--- config.mk ---
export PLATFORM = sky130hd
export DESIGN_NAME = xor4_arbiter
export DESIGN_NICKNAME = d
export VERILOG_FILES = /design/src/rtl/xor4_arbiter.sv
export SDC_FILE = /design/constraint.sdc
export NUM_CORES = 1
export LEC_CHECK = 0
export ABC_AREA = 1
export BUFFER_PORTS_ARGS = -buffer_cell sky130_fd_sc_hd__buf_4
export CAP_MARGIN = 20
export CORE_MARGIN = 4
export CORE_UTILIZATION = 47
export CTS_CLUSTER_DIAMETER = 30
export DETAILED_ROUTE_END_ITERATION = 8
export GPL_ROUTABILITY_DRIVEN = 0
export PLACE_DENSITY = 0.82
export SYNTH_ARGS = -nofsm -noshare
export SYNTH_HDL_FRONTEND = slang
export SYNTH_SLANG_ARGS = --single-unit
--- constraint.sdc ---
create_clock -name clk -period 1.35 [get_ports clk]
set_clock_uncertainty 0.1 [all_clocks]
set_input_delay 0 -clock clk [delete_from_list [all_inputs] [get_ports clk]]
set_output_delay 0 -clock clk [all_outputs]
set_load 0.1 [all_outputs]
--- src/rtl/xor4_arbiter.sv ---
// Two-requester arbiter feeding an external 4-bit XOR datapath.
// One transaction in flight: accept, execute, then hold the result until taken.
module xor4_arbiter #(
   parameter bit RR_EN = 1'b1
) (
   input  logic       clk,
   input  logic       rst,
   input  logic       req0_valid,
   input  logic [3:0] req0_a,
   input  logic [3:0] req0_b,
   output logic       req0_ready,
   input  logic       req1_valid,
   input  logic [3:0] req1_a,
   input  logic [3:0] req1_b,
   output logic       req1_ready,
   output logic [3:0] xor_a,
   output logic [3:0] xor_b,
   input  logic [3:0] xor_y,
   output logic       res_valid,
   output logic [3:0] res_y,
   output logic       res_id,
   input  logic       res_ready,
   output logic       busy,
   output logic [7:0] txn_count
);

   typedef enum logic [1:0] {IDLE, EXEC, RESP} state_t;

   state_t     state_q, state_d;
   logic [3:0] a_q, a_d;
   logic [3:0] b_q, b_d;
   logic [3:0] y_q, y_d;
   logic       vld_q, vld_d;
   logic       id_q, id_d;
   logic       last_q, last_d;
   logic [7:0] cnt_q, cnt_d;
   logic       gnt1;
   logic       accept;
   logic       done;

   always_ff @(posedge clk or posedge rst) begin
      if (rst) begin
         state_q <= IDLE;
      end else begin
         state_q <= state_d;
      end
   end

   always_comb begin
      state_d = state_q;
      case (state_q)
         IDLE:    if (accept) state_d = EXEC;
         EXEC:    state_d = RESP;
         RESP:    if (done) state_d = IDLE;
         default: state_d = IDLE;
      endcase
   end

   // Round-robin favours whoever did not win last; fixed mode favours req0.
   always_comb begin
      gnt1 = req1_valid && (!req0_valid || (RR_EN && !last_q));
      req0_ready = 1'b0;
      req1_ready = 1'b0;
      if (!rst && state_q == IDLE) begin
         req1_ready = gnt1;
         req0_ready = req0_valid && !gnt1;
      end
      accept = req0_ready || req1_ready;
      done   = (state_q == RESP) && vld_q && res_ready;
      busy   = (state_q != IDLE);
   end

   always_comb begin
      a_d    = a_q;
      b_d    = b_q;
      y_d    = y_q;
      vld_d  = vld_q;
      id_d   = id_q;
      last_d = last_q;
      cnt_d  = cnt_q;
      if (accept) begin
         a_d    = req1_ready ? req1_a : req0_a;
         b_d    = req1_ready ? req1_b : req0_b;
         id_d   = req1_ready;
         last_d = req1_ready;
      end
      if (state_q == EXEC) begin
         y_d   = xor_y;
         vld_d = 1'b1;
      end
      if (done) begin
         vld_d = 1'b0;
         cnt_d = cnt_q + 8'd1;
      end
   end

   always_ff @(posedge clk or posedge rst) begin
      if (rst) begin
         a_q    <= '0;
         b_q    <= '0;
         y_q    <= '0;
         vld_q  <= 1'b0;
         id_q   <= 1'b0;
         last_q <= 1'b1;
         cnt_q  <= '0;
      end else begin
         a_q    <= a_d;
         b_q    <= b_d;
         y_q    <= y_d;
         vld_q  <= vld_d;
         id_q   <= id_d;
         last_q <= last_d;
         cnt_q  <= cnt_d;
      end
   end

   assign xor_a     = a_q;
   assign xor_b     = b_q;
   assign res_valid = vld_q;
   assign res_y     = y_q;
   assign res_id    = id_q;
   assign txn_count = cnt_q;

endmodule

## Word-level counts from Yosys, hierarchy flattened

Cells that the tools add are included.

| cells by class | value |
|---|---|
| add/sub/neg operators | 1 |
| equality and inequality tests | 4 |
| mux-type cells | 9 |
| reduce and logical (&&, ||, !) cells | 15 |

Operators with widths:

| cell | number |
|---|---|
| $add 8x1->8 const B | 1 |
| $mux 4 | 2 |
| $pmux 2 s3 | 1 |
| $logic_and 1x1->1 | 5 |
| $logic_not 1->1 | 4 |
| $mux 1 | 4 |
| $mux 2 | 2 |
| $ne 2x2->1 const B | 2 |
| $reduce_bool 2->1 | 2 |
| $eq 2x1->1 const B | 1 |
| $eq 2x2->1 const B | 1 |
| $logic_not 2->1 | 1 |
| $logic_or 1x1->1 | 2 |
| $reduce_and 2->1 | 1 |

| storage, ports and cells | value |
|---|---|
| register bits | 25 |
| input bits | 25 |
| output and inout bits | 25 |
| word-level logic and storage cells | 37 |

## Depth between registers and ports, before layout

Gate-level depths: netlist of run 1.

| depth | value |
|---|---|
| word-level depth | 9 |
| depth in mapped cells | 8 |
| gate-level depth less buffers | 7 |

## Least setup slack after synthesis of run 1

OpenSTA, ideal clock, no wires.

| path | value |
|---|---|
| path type | reg-to-output |
| start | register last_q |
| end | output port req0_ready |
| data arrival time | 2.905 ns |
| required time | 1.250 ns |
| setup slack | -1.655 ns |
| cell stages (with the launch flop) | 6 |
| path buffers | 1 |
| path through | dfstp_2 > nand2_1 > nand2_2 > buf_4 > inv_2 > nor3_1 |

| between the ends | value |
|---|---|
| longest elaborated chain between the ends | 6 |

Ends and longest elaborated chain:

| element | line | source |
|---|---|---|
| from (decl) | 35 | `logic last_q, last_d;` |
| from (signal assigned) | 112 | `last_q <= last_d;` |
| $logic_not 1->1 | 61 | `gnt1 = req1_valid && (!req0_valid \|\| (RR_EN && !last_q));` |
| $logic_or 1x1->1 | 61 |  |
| $logic_and 1x1->1 | 61 |  |
| $logic_not 1->1 | 66 | `req0_ready = req0_valid && !gnt1;` |
| $logic_and 1x1->1 | 66 |  |
| $mux 1 | 64 | `if (!rst && state_q == IDLE) begin` |
| to (decl) | 11 | `output logic req0_ready,` |

Every way passes these cells.

## Worst setup path after layout of run 1

| path | value |
|---|---|
| start | register state_q[0] |
| end | register state_q[1] |

| between the ends | value |
|---|---|
| longest elaborated chain between the ends | 6 |
| elaborated cells between the ends (all ways) | 13 |
| those cells by class | 4 x eq/ne; 3 x mux; 6 x reduce/logical |

Ends and longest elaborated chain:

| element | line | source |
|---|---|---|
| from (decl) | 29 | `state_t state_q, state_d;` |
| from (signal assigned) | 45 | `state_q <= state_d;` |
| $logic_not 2->1 | 51, 64 |  |
| $logic_and 1x1->1 | 64 |  |
| $mux 1 | 64 |  |
| $logic_or 1x1->1 | 68 | `accept = req0_ready \|\| req1_ready;` |
| $ne 2x2->1 (no line) | - |  |
| $reduce_and 2->1 (no line) | - |  |

Parallel ways exist; a longest one is shown, timed or not.
A chain may end at the register's enable or synchronous reset.

==> summary.md, run 1 <==
- Reg clk slew, reported paths: 0.15 ns
- antenna violations before repair: 1
- Mean Syn Cell Area: 8.43 sq um
- synthesized net count: 175
- total iterations of the first detailed-routing run: 5
- H-tree lvl count: 1
- setup_tns: -7.63 ns
- final max-slew violation count: 0
- startpoint class of the critical path: flip-flop
- number of placed I/O pins: 50
- Avg WL per Cell: 24.1 microns
- Warnings, synthesis: 0
- die area: 3560 sq um
- area of the mapped netlist: 1260 sq um
- worst hold path stage count: 6
- synthesized instance count: 149
- share of cells above drive strength 1: 0.548
- total via count in the routed design: 1710
- Final Cycle Share: 1.26
- number of cells on the worst reg-to-reg path: 8
- final worst setup slack: -0.357 ns
- area inside the core boundary: 2520 sq um
- via density per instance: 6.13
- CTS sink count: 25
- area delta synth->final: 91.6%
- Die Y: 59.7 microns
- Seq/Total Area, Yosys: 0.499
- IO buf count: 49
- Reg2Reg Launch Point: state_q[0]
- Iter 0 DRT Violations: 200
- reg-to-reg slack, setup: -0.36 ns
- Fill cells: 66
- total count of hold-check failures in the final report: 0
- first-pass GRT wire length: 7.35 mm
- critical path class: reg -> reg
- Hold Crit Start: req1_valid
- TritonCTS clock tree: yes
- Hold Path Class: in -> reg
- endpoint kind of the worst setup timing path: flip-flop
- total power density per cell area: 2730 nW/um^2
- via count of the first global-routing pass: 1566
- outcome: finished, violations left
- DRC Markers: 0
- Nets: 275
- residual antenna-violating net count after detailed routing: 0
- f_max: 586 MHz
- Max Fanout on Critical Path: 5
- worst relative slew slack: 0.777
- violated checks: setup timing
- total of endpoints with negative setup slack in the final report: 28
- IR Drop Worst-Case VDD: 0.00307 V
- master cell of the clock root buffer: sky130_fd_sc_hd__clkbuf_4
- arrival time at the worst endpoint: 1.84 ns
- max-cap violation count: 0
- worst-margin pin slew: 0.335 ns
- Yosys reg bits: 25
- area taken by flip-flops and latches: 663 sq um
- WHS Endpoint: xor_b[2]
- setup repair after global routing missed its margin: true
- clk_lat worst skew: 0.34 ns
- area occupied by multi-input gates: 667 sq um
- clock buffer count from CTS: 3
- Die Wd: 59.7 microns
- worst hold-check slack: 0.124 ns
- total leakage power: 0.00119 uW
- starting density of the core: 0.498
- overall fraction of global-route tracks in use: 0.276
- pin count of the biggest net entering global routing: 26
- half-perimeter wire length of the detailed placement result: 2.34 mm
- aggregate global routing overflow: 0
- CTS max path bufs: 2
- post-detailed-routing wire length: 6.72 mm
- Tmin final: 1.71 ns
- number of core rows: 18
- required time worst endpoint: 1.48 ns
- end of the worst register-to-register path: state_q[1]
- number of unique standard cell types used by synthesis: 23
## repair_timing
item / CTS / global route
gates cloned: 0 / 2
setup endpoints to repair: 14 / 28
resized for setup: 15 / 36
hold buffers: 22 / 0
setup buffers: 10 / 7
pin swaps: 7 / 11
endpoints found under the hold margin: 39 / 0
## synth_stat cells (all sizes together)
master	number	share of area
o21bai	8	0.048
a21oi	2	0.017
dfstp	1	0.021
nand3	19	0.080
mux2	4	0.036
nor2	9	0.035
ha	1	0.010
buf	3	0.016
nor3	1	0.0040
nand4	1	0.0050
xor2	3	0.021
o21ai	2	0.0080
xnor2	1	0.0070
nand2	47	0.14
dfrtp	24	0.48
inv	23	0.071
## report_power, final
group | leakage, uW | switching, uW | internal, uW
Combinational | 0.000885 | 3450 | 1260
Sequential | 0.000286 | 342 | 1140
Clock | 0.0000150 | 264 | 117
Total | 0.00119 | 4050 | 2520
## sequential cells by signal, summed over array words and instances, names as in the netlist
register   count
xor_a          4
txn_count      8
last_q         1
res_y          4
res_id         1
res_valid      1
xor_b          4
state_q        2
## metal layers
| layer | vias to the layer above | GRT usage | wire, microns |
|---|---|---|---|
| li1 | 668 | - | - |
| met1 | 803 | 0.309 | 2290 |
| met2 | 185 | 0.480 | 3270 |
| met3 | 54 | 0.0605 | 644 |
| met4 | 0 | 0.152 | 510 |
| met5 | - | 0 | 0 |
## cell usage in the layout (no fill, tap or decap), types with 2 or more instances in the layout
cell	instances
sky130_fd_sc_hd__clkbuf_4	3
sky130_fd_sc_hd__dlygate4sd3_1	22
sky130_fd_sc_hd__dfrtp_2	5
sky130_fd_sc_hd__mux2_2	4
sky130_fd_sc_hd__dfrtp_4	8
sky130_fd_sc_hd__nand3_1	14
sky130_fd_sc_hd__buf_6	8
sky130_fd_sc_hd__xor2_1	2
sky130_fd_sc_hd__dfrtp_1	11
sky130_fd_sc_hd__nor2_4	3
sky130_fd_sc_hd__buf_12	5
sky130_fd_sc_hd__inv_2	3
sky130_fd_sc_hd__nor2_1	3
sky130_fd_sc_hd__nand3_2	4
sky130_fd_sc_hd__nor2_2	3
sky130_fd_sc_hd__nand2_1	31
sky130_fd_sc_hd__o21bai_1	7
sky130_fd_sc_hd__nand2_2	11
sky130_fd_sc_hd__inv_1	17
sky130_fd_sc_hd__nand2_4	5
sky130_fd_sc_hd__buf_4	61
## layout make-up
class                   instances  share of cell area
repair buffers                 97               0.371
multi-input cells              98               0.277
flip-flops and latches         25               0.275
inverters                      23              0.0442
well taps                      30              0.0156
clock buffers                   4              0.0109
repair inverters                1             0.00468
diodes                          1             0.00104
## cells by family after synthesis
kind of cell / count (synthesis) / share of synthesized area
AOI/OAI and AO/OA: 12 / 0.0727
xor gates and xnor gates: 4 / 0.0279
adders and majority gates: 1 / 0.00996
buffers and inverters: 26 / 0.0866
DFF: 25 / 0.499
muxes: 4 / 0.0359
and+or+nand+nor: 77 / 0.268
## worst max-delay path: stages, from the launching register on
cell	delay (ns)
sky130_fd_sc_hd__dfrtp_1	0.44
sky130_fd_sc_hd__buf_4	0.15
sky130_fd_sc_hd__buf_6	0.11
sky130_fd_sc_hd__inv_4	0.06
sky130_fd_sc_hd__nand2_2	0.11
sky130_fd_sc_hd__nor2_4	0.24
sky130_fd_sc_hd__buf_6	0.16
sky130_fd_sc_hd__buf_4	0.12
sky130_fd_sc_hd__o21ai_0	0.09
## through the flow
stage	std cells	total power, uW	worst slack (ns)	area, sq um	util
CTS	269	5800	-0.205	2190	0.869
floorplan	149	4340	-0.385	1350	-
finish	279	6580	-0.357	2410	0.954
global route	279	6710	-0.487	2410	0.954
global placement	233	5100	-0.0149	1800	0.713
detailed placement	233	5170	-0.0397	1800	0.713
## how the worst max path moves through the flow
| stage | cells past startpoint | end | startpoint |
|---|---|---|---|
| floorplan | 5 | req0_ready | last_q |
| global placement | 5 | req0_ready | last_q |
| detailed placement | 5 | req0_ready | last_q |
| CTS | 5 | req0_ready | state_q[0] |
| global route | 9 | xor_a[2] | state_q[0] |
| finish | 8 | state_q[1] | state_q[0] |
(Power assumes the default switching activity.)
==> inputs of run 2 (changes only) <==
--- a/config.mk
+++ b/config.mk
@@ -14,6 +14,7 @@
 export DETAILED_ROUTE_END_ITERATION = 8
 export GPL_ROUTABILITY_DRIVEN = 0
 export PLACE_DENSITY = 0.82
+export SKIP_LAST_GASP = 1
 export SYNTH_ARGS = -nofsm -noshare
 export SYNTH_HDL_FRONTEND = slang
 export SYNTH_SLANG_ARGS = --single-unit
==> run 2 against run 1 <==
Against the previous run:
- the flow still finishes with violations (setup timing)
- count of clock-buffer cells in the layout unchanged
- flip-flop and latch count unchanged
- critical endpoint is now req0_ready
- combinational power down 3%
- core utilization down 0.64 points
==> summary.md, run 2 (same netlist as run 1, synthesis figures left out) <==
- total leakage power: 0.00118 uW
- total power density per cell area: 2680 nW/um^2
- total iterations of the first detailed-routing run: 4
- post-detailed-routing wire length: 6.10 mm
- Reg clk slew, reported paths: 0.17 ns
- master cell of the clock root buffer: sky130_fd_sc_hd__clkbuf_4
- final worst setup slack: -0.408 ns
- most frequent cells in the layout: sky130_fd_sc_hd__buf_4 (61), sky130_fd_sc_hd__nand2_1 (33), sky130_fd_sc_hd__dlygate4sd3_1 (22)
- via density per instance: 5.90
- setup slack at placement: -0.0397 ns
- CTS max path bufs: 2
- Hold Path Class: in -> reg
- startpoint class of the critical path: flip-flop
- total count of hold-check failures in the final report: 0
- aggregate global routing overflow: 0
- f_max: 569 MHz
- starting density of the core: 0.498
- TritonCTS clock tree: yes
- CTS sink count: 25
- area delta synth->final: 90.3%
- Largest register FFs: 8
- most used cell along the critical path: sky130_fd_sc_hd__buf_12
- Fill cells: 68
- maximum single-stage delay on the critical path: 0.47 ns
- worst relative slew slack: 0.775
- area inside the core boundary: 2520 sq um
- endpoint kind of the worst setup timing path: output pin
- category of cells accounting for the largest share of critical-path delay: simple AND/OR/NAND/NOR gates
- number of placed I/O pins: 50
- area occupied by multi-input gates: 653 sq um
- final max-slew violation count: 0
- Crit path buffers/inverters: 2
- clk_lat worst skew: 0.35 ns
- antenna cell count: 0
- area of placed instances: 1800 sq um
- total via count in the routed design: 1639
- IR Drop Worst-Case VDD: 0.00302 V
- required time worst endpoint: 1.25 ns
- Nets: 275
- IO buf count: 49
- DRC Markers: 0
- critical path class: reg -> out
- overall fraction of global-route tracks in use: 0.276
- half-perimeter wire length of the detailed placement result: 2.34 mm
- highest routed metal layer: met4
- total non-filler cell area in the finished layout: 2390 sq um
- Final Cycle Share: 1.30
- H-tree lvl count: 1
- pin count of the biggest net entering global routing: 26
- max-cap violation count: 0
- outcome: finished, violations left
- arrival time at the worst endpoint: 1.66 ns
- worst-margin pin slew: 0.338 ns
- total of endpoints with negative setup slack in the final report: 28
- Die Wd: 59.7 microns
- die area: 3560 sq um
- Max Fanout on Critical Path: 4
- clock buffer count from CTS: 3
- share of cells above drive strength 1: 0.536
- antenna violations before repair: 0
- routed wl met2: 2.97 mm
- Iter 0 DRT Violations: 223
- Final Total Pwr: 6400 uW
- series of cell instances along the critical path: nor2_2, nand2_2, buf_12, nor3_4, buf_12
- number of core rows: 18
- Tmin final: 1.76 ns
- residual antenna-violating net count after detailed routing: 0
- setup_tns: -8.05 ns
- via count of the first global-routing pass: 1566
- DR WL met3: 550 microns
- Avg WL per Cell: 21.9 microns
- most common cell after layout, fill and taps aside: sky130_fd_sc_hd__buf_4
- setup repair after global routing missed its margin: true
- violated checks: setup timing
- area taken by flip-flops and latches: 663 sq um
- Met1 Routed Length: 2.18 mm
- Die Y: 59.7 microns
- first-pass GRT wire length: 7.35 mm
- Critical-path top delay cell: sky130_fd_sc_hd__dfrtp_1
-- run 2: cell types whose count changed in the layout (fill, tap and decap cells not counted) --
cell,delta
sky130_fd_sc_hd__diode_2,-1
sky130_fd_sc_hd__nand2_1,+2
sky130_fd_sc_hd__nand2_2,-1
sky130_fd_sc_hd__nand2_4,-1
sky130_fd_sc_hd__o21ai_1,+1
sky130_fd_sc_hd__o21ai_2,-1
-- run 2: where the power goes --
part	total, uW	leakage, uW	switching [uW]	internal [uW]
Sequential	1440	0.000286	301	1140
Combinational	4570	0.000882	3330	1230
Clock	386	0.0000150	269	116
-- run 2: final timing paths --
kind,startpoint,slack [ns],end,cells past startpoint
max reg2reg,state_q[0],-0.39,xor_b[3],9
min in group asynchronous,rst,0.26,state_q[1],4
min reg2reg,xor_a[0],0.43,xor_a[0],2
min,req1_valid,0.16,xor_b[2],6
max,state_q[0],-0.41,req0_ready,5
max in group asynchronous,rst,0.59,txn_count[6],4
-- run 2: timing repair --
item | CTS | global route
buffers inserted | 10 | 7
hold buffers | 22 | 0
endpoints found under the hold margin | 39 | 0
cloned | 0 | 2
endpoints found under the setup margin | 14 | 28
gates resized for setup | 15 | 32
pin swaps | 7 | 11
-- run 2: cell type report --
class                           count  area share
Tap cell                           30      0.0157
Multi-Input combinational cell     98       0.273
Timing Repair inverter              1     0.00471
Clock buffer                        4      0.0110
Timing Repair Buffer               97       0.374
Inverter                           23      0.0445
Sequential cell                    25       0.277
-- run 2: through the flow --
step	instances	utilization	hold WS, ns
2_1_floorplan	149	-	-0.207
3_3_place_gp	233	0.713	0.0142
3_5_place_dp	233	0.713	0.0307
4_1_cts	269	0.869	0.149
5_1_grt	278	0.948	0.177
6_report	278	0.948	0.163
-- run 2: worst min-delay path: cells and delay by family --
kind,cells,cell delay (ns)
buf+inv,2,0.26
simple gates,3,0.24
compound gates,1,0.09
-- run 2: metal layers --
layer	vias to the layer above	global-route usage
li1	668	-
met1	787	0.309
met2	136	0.480
met3	48	0.0605
met4	0	0.152
met5	-	0
==> inputs of run 3 (changes only) <==
--- a/config.mk
+++ b/config.mk
@@ -13,6 +13,7 @@
 export CTS_CLUSTER_DIAMETER = 30
 export DETAILED_ROUTE_END_ITERATION = 8
 export GPL_ROUTABILITY_DRIVEN = 0
+export HOLD_SLACK_MARGIN = 0.1
 export PLACE_DENSITY = 0.82
 export SKIP_LAST_GASP = 1
 export SYNTH_ARGS = -nofsm -noshare
==> constraint.sdc (replaced) <==
create_clock -name clk -period 1.9 [get_ports clk]
set_clock_uncertainty 0.1 [all_clocks]
set_input_delay 0.285 -clock clk [delete_from_list [all_inputs] [get_ports clk]]
set_output_delay 0.285 -clock clk [all_outputs]
set_load 0.1 [all_outputs]
==> run 3 against run 2 <==
Against the previous run:
- the run now ends clean
- flip-flop and latch count is the same
- worst setup slack gained 0.42 ns
- first-iteration DRC count shrank 75%
- via count shrank 27%
- global-route usage shrank 10 points
==> summary.md, run 3 (same netlist as run 1, synthesis figures left out) <==
- H-tree lvl count: 1
- outcome: complete, no violations
- startpoint class of the critical path: flip-flop
- most common cell after layout, fill and taps aside: sky130_fd_sc_hd__buf_4
- worst relative slew slack: 0.765
- total iterations of the first detailed-routing run: 4
- IO buf count: 49
- setup repair after global routing missed its margin: true
- overall fraction of global-route tracks in use: 0.173
- area inside the core boundary: 2520 sq um
- via count of the first global-routing pass: 1147
- setup_tns: 0 ns
- Final Cycle Share: 0.993
- total count of hold-check failures in the final report: 0
- Fill cells: 208
- die area: 3560 sq um
- antenna violations before repair: 0
- Largest register FFs: 8
- area occupied by multi-input gates: 552 sq um
- aggregate global routing overflow: 0
- Die Y: 59.7 microns
- via density per instance: 5.02
- half-perimeter wire length of the detailed placement result: 2.31 mm
- area delta synth->final: 46.2%
- number of placed I/O pins: 50
- Die Wd: 59.7 microns
- TritonCTS clock tree: yes
- clock buffer count from CTS: 3
- Max Fanout on Critical Path: 9
- master cell of the clock root buffer: sky130_fd_sc_hd__clkbuf_4
- most frequent cells in the layout: sky130_fd_sc_hd__buf_4 (51), sky130_fd_sc_hd__nand2_1 (43), sky130_fd_sc_hd__dfrtp_1 (24)
- final max-slew violation count: 0
- arrival time at the worst endpoint: 1.50 ns
- post-detailed-routing wire length: 3.09 mm
- max-cap violation count: 0
- pin count of the biggest net entering global routing: 25
- Iter 0 DRT Violations: 55
- f_max: 530 MHz
- Tmin final: 1.89 ns
- endpoint kind of the worst setup timing path: output pin
- starting density of the core: 0.498
- CTS sink count: 25
- number of core rows: 18
- worst-margin pin slew: 0.351 ns
- clk_lat worst skew: 0.31 ns
- critical path class: reg -> out
- DRC Markers: 0
- first-pass GRT wire length: 4.72 mm
- area taken by flip-flops and latches: 627 sq um
- residual antenna-violating net count after detailed routing: 0
- total via count in the routed design: 1200
- CTS max path bufs: 2
- Hold Path Class: in -> reg
- Reg clk slew, reported paths: 0.12 ns
- Avg WL per Cell: 12.9 microns
- Nets: 236
- share of cells above drive strength 1: 0.373
- required time worst endpoint: 1.51 ns
- total of endpoints with negative setup slack in the final report: 0
- antenna cell count: 0
[run 3: through the flow]
stage	instance area, sq um	hold WS (ns)	setup slack [ns]	instances	utilization
final	1840	0.109	0.0131	239	0.728
after global routing	1840	0.101	-0.0578	239	0.728
after CTS	1760	0.101	-0.00250	235	0.698
after detailed placement	1680	0.287	0.252	228	0.667
after global placement	1680	0.284	0.292	228	0.667
after floorplan	1270	0.0781	-0.213	149	-
[run 3: final cells by class]
type / count / share of cell area
sequential: 25 / 0.341
tap: 30 / 0.0204
inverter: 23 / 0.0511
clock buffer: 4 / 0.0143
timing repair buffer: 59 / 0.272
multi-input combinational: 98 / 0.300
[run 3: timing repair]
item / in CTS / in global routing
hold buffers: 3 / 2
gates resized for setup: 5 / 6
setup buffers: 0 / 2
cloned: 0 / 0
hold endpoints to repair: 25 / 2
pin swaps: 0 / 2
setup endpoints to repair: 2 / 2
[run 3: final timing paths]
| check | endpoint | start | slack (ns) | cells past startpoint |
|---|---|---|---|---|
| min reg2reg | res_id | res_id | 0.39 | 2 |
| max reg2reg | xor_a[1] | state_q[1] | 0.42 | 6 |
| max | req0_ready | last_q | 0.01 | 5 |
| min in group asynchronous | xor_a[3] | rst | 0.48 | 4 |
| max in group asynchronous | txn_count[7] | rst | 0.83 | 5 |
| min | res_y[1] | xor_y[1] | 0.11 | 2 |
[run 3: metal layers]
metal  global-route usage  part of all wire  vias to the layer above
met3               0.0238             0.078                        6
met1                0.203              0.39                      556
met5                    0                 0                        -
li1                     -                 -                      583
met4               0.0538             0.016                        0
met2                0.321              0.52                       55
[run 3: worst max-delay path, cell delays in order (launching register included)]
cell,delay (ns)
sky130_fd_sc_hd__dfstp_2,0.56
sky130_fd_sc_hd__nand2_2,0.06
sky130_fd_sc_hd__nand2_4,0.10
sky130_fd_sc_hd__inv_6,0.06
sky130_fd_sc_hd__nor3_4,0.21
sky130_fd_sc_hd__buf_12,0.20
Power of run 3 is not shown: default switching activity piles up to over one toggle a cycle in this logic, so the estimate is an artifact.
